## config.mk

```make
export PLATFORM = sky130hd
export DESIGN_NAME = tzcnt96_seq_flat
export DESIGN_NICKNAME = d
export VERILOG_FILES = /design/src/rtl/tzcnt96_seq_if.sv /design/src/rtl/tzcnt96_seq.sv /design/src/flat_wrapper.sv
export SDC_FILE = /design/constraint.sdc
export NUM_CORES = 1
export LEC_CHECK = 0
export ABC_AREA = 1
export BUFFER_PORTS_ARGS = -buffer_cell sky130_fd_sc_hd__buf_2
export CAP_MARGIN = 20
export CORE_MARGIN = 5
export CORE_UTILIZATION = 55
export DETAILED_ROUTE_END_ITERATION = 7
export GPL_TIMING_DRIVEN = 0
export MAX_ROUTING_LAYER = met4
export PLACE_DENSITY = 0.82
export SLEW_MARGIN = 25
export SYNTH_ARGS = -nofsm -noshare
export SYNTH_HDL_FRONTEND = slang
export SYNTH_SLANG_ARGS = --single-unit
```

## constraint.sdc

```tcl
create_clock -name clk_i -period 2.2 [get_ports clk_i]
set_input_delay 0.11 -clock clk_i [delete_from_list [all_inputs] [get_ports clk_i]]
set_output_delay 0.11 -clock clk_i [all_outputs]
set_load 0.02 [all_outputs]
```

## src/rtl/tzcnt96_seq_if.sv

```systemverilog
// Request/result handshake bundle for tzcnt96_seq.
// slave is the locator's view, master is the requester/consumer view.
interface tzcnt96_seq_if #(
  parameter int unsigned WID = 96,
  parameter int unsigned PW  = 7
);
  logic           in_valid_i;
  logic           in_ready_o;
  logic [WID-1:0] dat_i;
  logic           out_valid_o;
  logic           out_ready_i;
  logic [PW-1:0]  pos_o;
  logic           zero_o;

  modport slave (
    input  in_valid_i, dat_i, out_ready_i,
    output in_ready_o, out_valid_o, pos_o, zero_o
  );

  modport master (
    output in_valid_i, dat_i, out_ready_i,
    input  in_ready_o, out_valid_o, pos_o, zero_o
  );
endinterface

```

## src/rtl/tzcnt96_seq.sv

```systemverilog
// Multi-cycle trailing-zero locator: scans CHUNK bits per cycle for the lowest set bit.
// Optional TZCNT96_EARLY_ZERO_EN: all-zero vectors skip the scan and go straight to DONE.
module tzcnt96_seq #(
  parameter int unsigned WID   = 96,
  parameter int unsigned CHUNK = 8,
  parameter int unsigned PW    = 7
) (
  input  logic           clk_i,
  input  logic           rst_ni,
  input  logic           abort_i,
  tzcnt96_seq_if.slave   bus
);
  localparam int unsigned NCH = WID / CHUNK;
  localparam int unsigned KW  = (NCH > 1) ? $clog2(NCH) : 1;
  localparam int unsigned FW  = (CHUNK > 1) ? $clog2(CHUNK) : 1;

  if (WID % CHUNK != 0) begin : g_bad_chunk
    $fatal(1, "tzcnt96_seq: WID must be a multiple of CHUNK");
  end

  typedef enum logic [1:0] {IDLE, SCAN, DONE} state_t;

  state_t         state_q, state_d;
  logic [KW-1:0]  k_q, k_d;
  logic [WID-1:0] data_q, data_d;
  logic [PW-1:0]  pos_q, pos_d;
  logic           zero_q, zero_d;

  logic [CHUNK-1:0] slice;
  logic             found;
  logic [FW-1:0]    f;

  always_comb begin
    slice = data_q[k_q*CHUNK +: CHUNK];
    found = 1'b0;
    f     = '0;
    for (int unsigned i = 0; i < CHUNK; i++) begin
      if (!found && slice[i]) begin
        found = 1'b1;
        f     = FW'(i);
      end
    end
  end

  always_comb begin
    state_d = state_q;
    k_d     = k_q;
    data_d  = data_q;
    pos_d   = pos_q;
    zero_d  = zero_q;
    unique case (state_q)
      IDLE: begin
        if (bus.in_valid_i) begin
          data_d  = bus.dat_i;
          k_d     = '0;
          state_d = SCAN;
`ifdef TZCNT96_EARLY_ZERO_EN
          if (~|bus.dat_i) begin
            pos_d   = PW'(WID);
            zero_d  = 1'b1;
            state_d = DONE;
          end
`endif
        end
      end
      SCAN: begin
        if (found) begin
          pos_d   = PW'(k_q) * PW'(CHUNK) + PW'(f);
          zero_d  = 1'b0;
          state_d = DONE;
        end else if (k_q == KW'(NCH - 1)) begin
          pos_d   = PW'(WID);
          zero_d  = 1'b1;
          state_d = DONE;
        end else begin
          k_d = k_q + KW'(1);
        end
      end
      DONE: begin
        if (bus.out_ready_i) state_d = IDLE;
      end
      default: state_d = IDLE;
    endcase
    // Abort only redirects control; the captured data and last result are left as-is.
    if (abort_i) state_d = IDLE;
  end

  always_ff @(posedge clk_i or negedge rst_ni) begin
    if (!rst_ni) begin
      state_q <= IDLE;
      k_q     <= '0;
      data_q  <= '0;
      pos_q   <= '0;
      zero_q  <= 1'b0;
    end else begin
      state_q <= state_d;
      k_q     <= k_d;
      data_q  <= data_d;
      pos_q   <= pos_d;
      zero_q  <= zero_d;
    end
  end

  assign bus.in_ready_o  = (state_q == IDLE);
  assign bus.out_valid_o = (state_q == DONE);
  assign bus.pos_o       = pos_q;
  assign bus.zero_o      = zero_q;
endmodule

```

## src/flat_wrapper.sv

```systemverilog
// flat-port wrapper written by rule: the top's interface ports become plain ports
module tzcnt96_seq_flat 
#(
  parameter int unsigned WID   = 96,
  parameter int unsigned CHUNK = 8,
  parameter int unsigned PW    = 7
)
  (clk_i, rst_ni, abort_i, bus_in_valid_i, bus_dat_i, bus_out_ready_i, bus_in_ready_o, bus_out_valid_o, bus_pos_o, bus_zero_o);
  tzcnt96_seq_if #(.WID(WID), .PW(PW)) bus_i ();
  input  logic clk_i;
  input  logic rst_ni;
  input  logic abort_i;
  input wire logic [$bits(bus_i.in_valid_i)-1:0] bus_in_valid_i;
  input wire logic [$bits(bus_i.dat_i)-1:0] bus_dat_i;
  input wire logic [$bits(bus_i.out_ready_i)-1:0] bus_out_ready_i;
  output wire logic [$bits(bus_i.in_ready_o)-1:0] bus_in_ready_o;
  output wire logic [$bits(bus_i.out_valid_o)-1:0] bus_out_valid_o;
  output wire logic [$bits(bus_i.pos_o)-1:0] bus_pos_o;
  output wire logic [$bits(bus_i.zero_o)-1:0] bus_zero_o;
  assign bus_i.in_valid_i = bus_in_valid_i;
  assign bus_i.dat_i = bus_dat_i;
  assign bus_i.out_ready_i = bus_out_ready_i;
  assign bus_in_ready_o = bus_i.in_ready_o;
  assign bus_out_valid_o = bus_i.out_valid_o;
  assign bus_pos_o = bus_i.pos_o;
  assign bus_zero_o = bus_i.zero_o;
  tzcnt96_seq #(.WID(WID), .CHUNK(CHUNK), .PW(PW)) u_core (.clk_i(clk_i), .rst_ni(rst_ni), .abort_i(abort_i), .bus(bus_i));
endmodule
```

==> metrics.md <==
| Metric | Value |
|---|---|
| Critical setup path kind | flip-flop to flip-flop |
| CTS sink count | 110 |
| Mapped Cells | between 500 and 600 |
| Minimum clock period | 2.17 ns |
| Seq cells post-synth | between 100 and 150 |
| Run status | finished clean |
| Final total power | between 6 and 7 mW |
| Area Overhead vs Synth | 36.8% |
| Nets | 885 |
| Final Cell Area | roughly 7300 um^2 |
| IO Pins | between 100 and 150 |
| Largest net degree at the start of global routing | 62 |
| Fillers | between 600 and 700 |
| Mean area per synthesized cell | between 9 and 10 um^2 |
| Via count | 4994 |
| Antenna violations before repair | 0 |
| Die area | roughly 12000 um^2 |
| First-pass GRT wire length | about 25 mm |
| Worst vdd ir | ~0.53 mV |
| Cell Rows | 36 |
| DR vias/cell | between 5 and 6 |
| CP Data Required Time | 2.47 ns |
| Startpoint types | flip-flop |
| Max Buffers Root-to-Sink | 2 |
| Slew @ Worst Pin | ~0.66 ns |
| FMAX | ~0.46 GHz |
| Slew headroom | between 50% and 60% |
| Crit Path Max Fanout | 10 |
| Final hold viol count | 0 |
| Core box area | roughly 9600 um^2 |
| Synthesized area | around 5300 um^2 |
| Detail Placement HPWL | approximately 10 mm |
| Vias in the first global route | between 5000 and 6000 |
| Max-cap viol count | 0 |
| Residual DRC | 0 |
| Worst Setup End Kind | flip-flop |
| DR pass1 iterations | 5 |
| Die Width | around 110 um |
| CP arrival | about 2.4 ns |
| Inserted Clock Buffers | 9 |
| Power per standard cell area | around 900 nW/um^2 |
| Synth warn | 0 |
| Hold WC Path Type | primary input to flip-flop |
| Antenna diodes | 0 |
| Unrepaired setup endpoints after global routing | true |
| PortBufs | 110 |
| Reg-to-reg setup timing slack | 0.03 ns |
| Area of the multi-input gates | about 2300 um^2 |
| Clock-pin slew on the worst setup and hold paths | 0.09 ns |
| Worst Skew | 0.00949 ns |
| Final Max Tran Viols | 0 |
| H-tree levels | 3 |
| Starting density of the core | between 50 and 60% |
| Total Routed Length | approximately 16 mm |
| FF/Latch Area | ~2800 um^2 |
| Area leader, netlist | dfrtp_1 |
| Final-report setup violation count | 0 |
| Synth Net Count | 669 |
| DR iter-0 viols | 338 |
| Synth unique cells | 31 |
| Global route overflow | 0 |
| Wire length per cell | approximately 18 um |
| Root Driver | clkbuf_8 |
| Synth top area cells | dfrtp_1, mux2_2, nand2_1 |
| Die Ht | roughly 110 um |
| RePlAce Congestion | 0.896 |
| Total GRT Usage | 29.1% |
| Pleak | 3.49 nW |
| Antenna Nets Post-Route | 0 |
| Fin crit share | between 90 and 100% |
| CTS tree | built |
| Clk Latency, worst-skew pair | 0.38 ns |
| DP Area | 6080 um^2 |
| Sequential fraction of the synthesis area | roughly half |
| Share of layout cells above drive strength 1 | 32.0% |
| WHS | between 0.003 and 0.004 ns |
| Area fraction of the dominant cell type after synthesis | 51.7% |
[metrics by stage]
stage | setup WS (ns) | TNS, ns | util, % | std cells
finish | 0.0256 | 0 | 75.9 | 917
floorplan | 0.375 | 0 | - | 567
global route | -0.0824 | -0.624 | 75.9 | 917
detailed placement | -0.107 | -0.722 | 63.3 | 811
CTS | 0.0121 | 0 | 73.9 | 908
global placement | -0.168 | -18.14 | 63.0 | 810
[critical path, stage by stage (launching register included)]
cell and delay [ns]:
dfrtp_1 0.41, buf_6 0.16, inv_4 0.08, buf_8 0.13, nand2_1 0.06, nand3_1 0.09
nand3_2 0.10, nand3_2 0.11, nand2_2 0.08, nor2_4 0.18, nand3_4 0.10, nor2_4 0.23
nand4_4 0.16, nand3_2 0.12, nand2_1 0.07
[where the power goes]
group	total, mW	internal [mW]	switching, mW
Clock	1.08	0.417	0.663
Sequential	2.79	2.53	0.258
Combinational	2.86	1.22	1.64
Total	6.73	4.16	2.56
[cell type report]
class                           instances  share of cell area [%]
Buffer                                 33                    3.37
Tap cell                              133                    2.28
Sequential cell                       110                    37.8
Inverter                               50                    2.64
Clock buffer                           10                    1.89
Clock inverter                          2                   0.172
Multi-Input combinational cell        374                    31.2
Timing Repair Buffer                  205                    20.7
[cell usage after synthesis]
cell,count
inv_4,1
xor2_1,1
or2_2,1
buf_4,1
nand2_1,77
o21ai_0,21
mux2_2,58
nand4_2,1
buf_6,11
ha_1,1
inv_1,46
o211ai_1,8
buf_1,1
nor2_1,76
nand3_2,1
inv_2,3
nand4_1,1
nor2_2,2
o21ai_1,17
xnor2_1,1
nand2_2,2
nand2_4,1
a31oi_1,2
nand4_4,1
dfrtp_1,110
nor2_4,5
nand3_1,44
o22ai_1,9
buf_2,6
clkbuf_1,14
a21oi_1,44
[worst paths after layout]
check / startpoint / to / cells past startpoint
worst min-delay path: bus_dat_i[41] / u_core.data_q[41] / 3
worst max register to register: u_core.k_q[0] / u_core.k_q[3] / 14
worst max-delay path: u_core.k_q[0] / u_core.k_q[3] / 14
worst min register to register: u_core.bus.pos_o[0] / u_core.bus.pos_o[0] / 2
min in group asynchronous: rst_ni / u_core.data_q[59] / 2
max in group asynchronous: rst_ni / u_core.data_q[7] / 3
[cells in the final DEF, fill, tap and decap left out, drive strengths merged, types with 2 or more instances in the layout]
master       count
a21oi           44
a31oi            2
buf            139
clkbuf          24
dfrtp          110
dlygate4sd3     85
inv             50
mux2            58
nand2           80
nand3           45
nand4            3
nor2            83
o211ai           8
o21ai           38
o22ai            9
[flip-flops by register name (all words and copies together) (netlist names)]
| register | flops |
|---|---|
| u_core.state_q | 2 |
| u_core.data_q | 96 |
| u_core.k_q | 4 |
| u_core.bus.zero_o | 1 |
| u_core.bus.pos_o | 7 |
[repair_timing]
item | in CTS | in global routing
endpoints found under the setup margin | 25 | 19
gates cloned | 0 | 1
resized for setup | 4 | 40
pin swaps | 0 | 12
hold endpoints to repair | 133 | 0
buffers inserted | 0 | 8
hold buffers | 85 | 0
[per-layer routing]
metal | wire length [um] | vias to the layer above | GRT usage, %
met1 | 6510 | 2420 | 35.0
met2 | 8260 | 219 | 48.0
met4 | 609 | 0 | 13.8
li1 | - | 2302 | -
met3 | 896 | 53 | 4.66
met5 | 0 | - | -
[cell families (layout without fill, tap and decap cells)]
group | Yosys count | in the layout | share of synthesized area, %
compound gates | 101 | 101 | 10.1
xor+xnor | 2 | 2 | 0.329
fa+ha+maj | 1 | 1 | 0.235
buf+inv | 83 | 300 | 7.66
flops | 110 | 110 | 51.7
mux | 58 | 58 | 12.3
simple gates | 212 | 212 | 17.7
(Power assumes the default switching activity.)
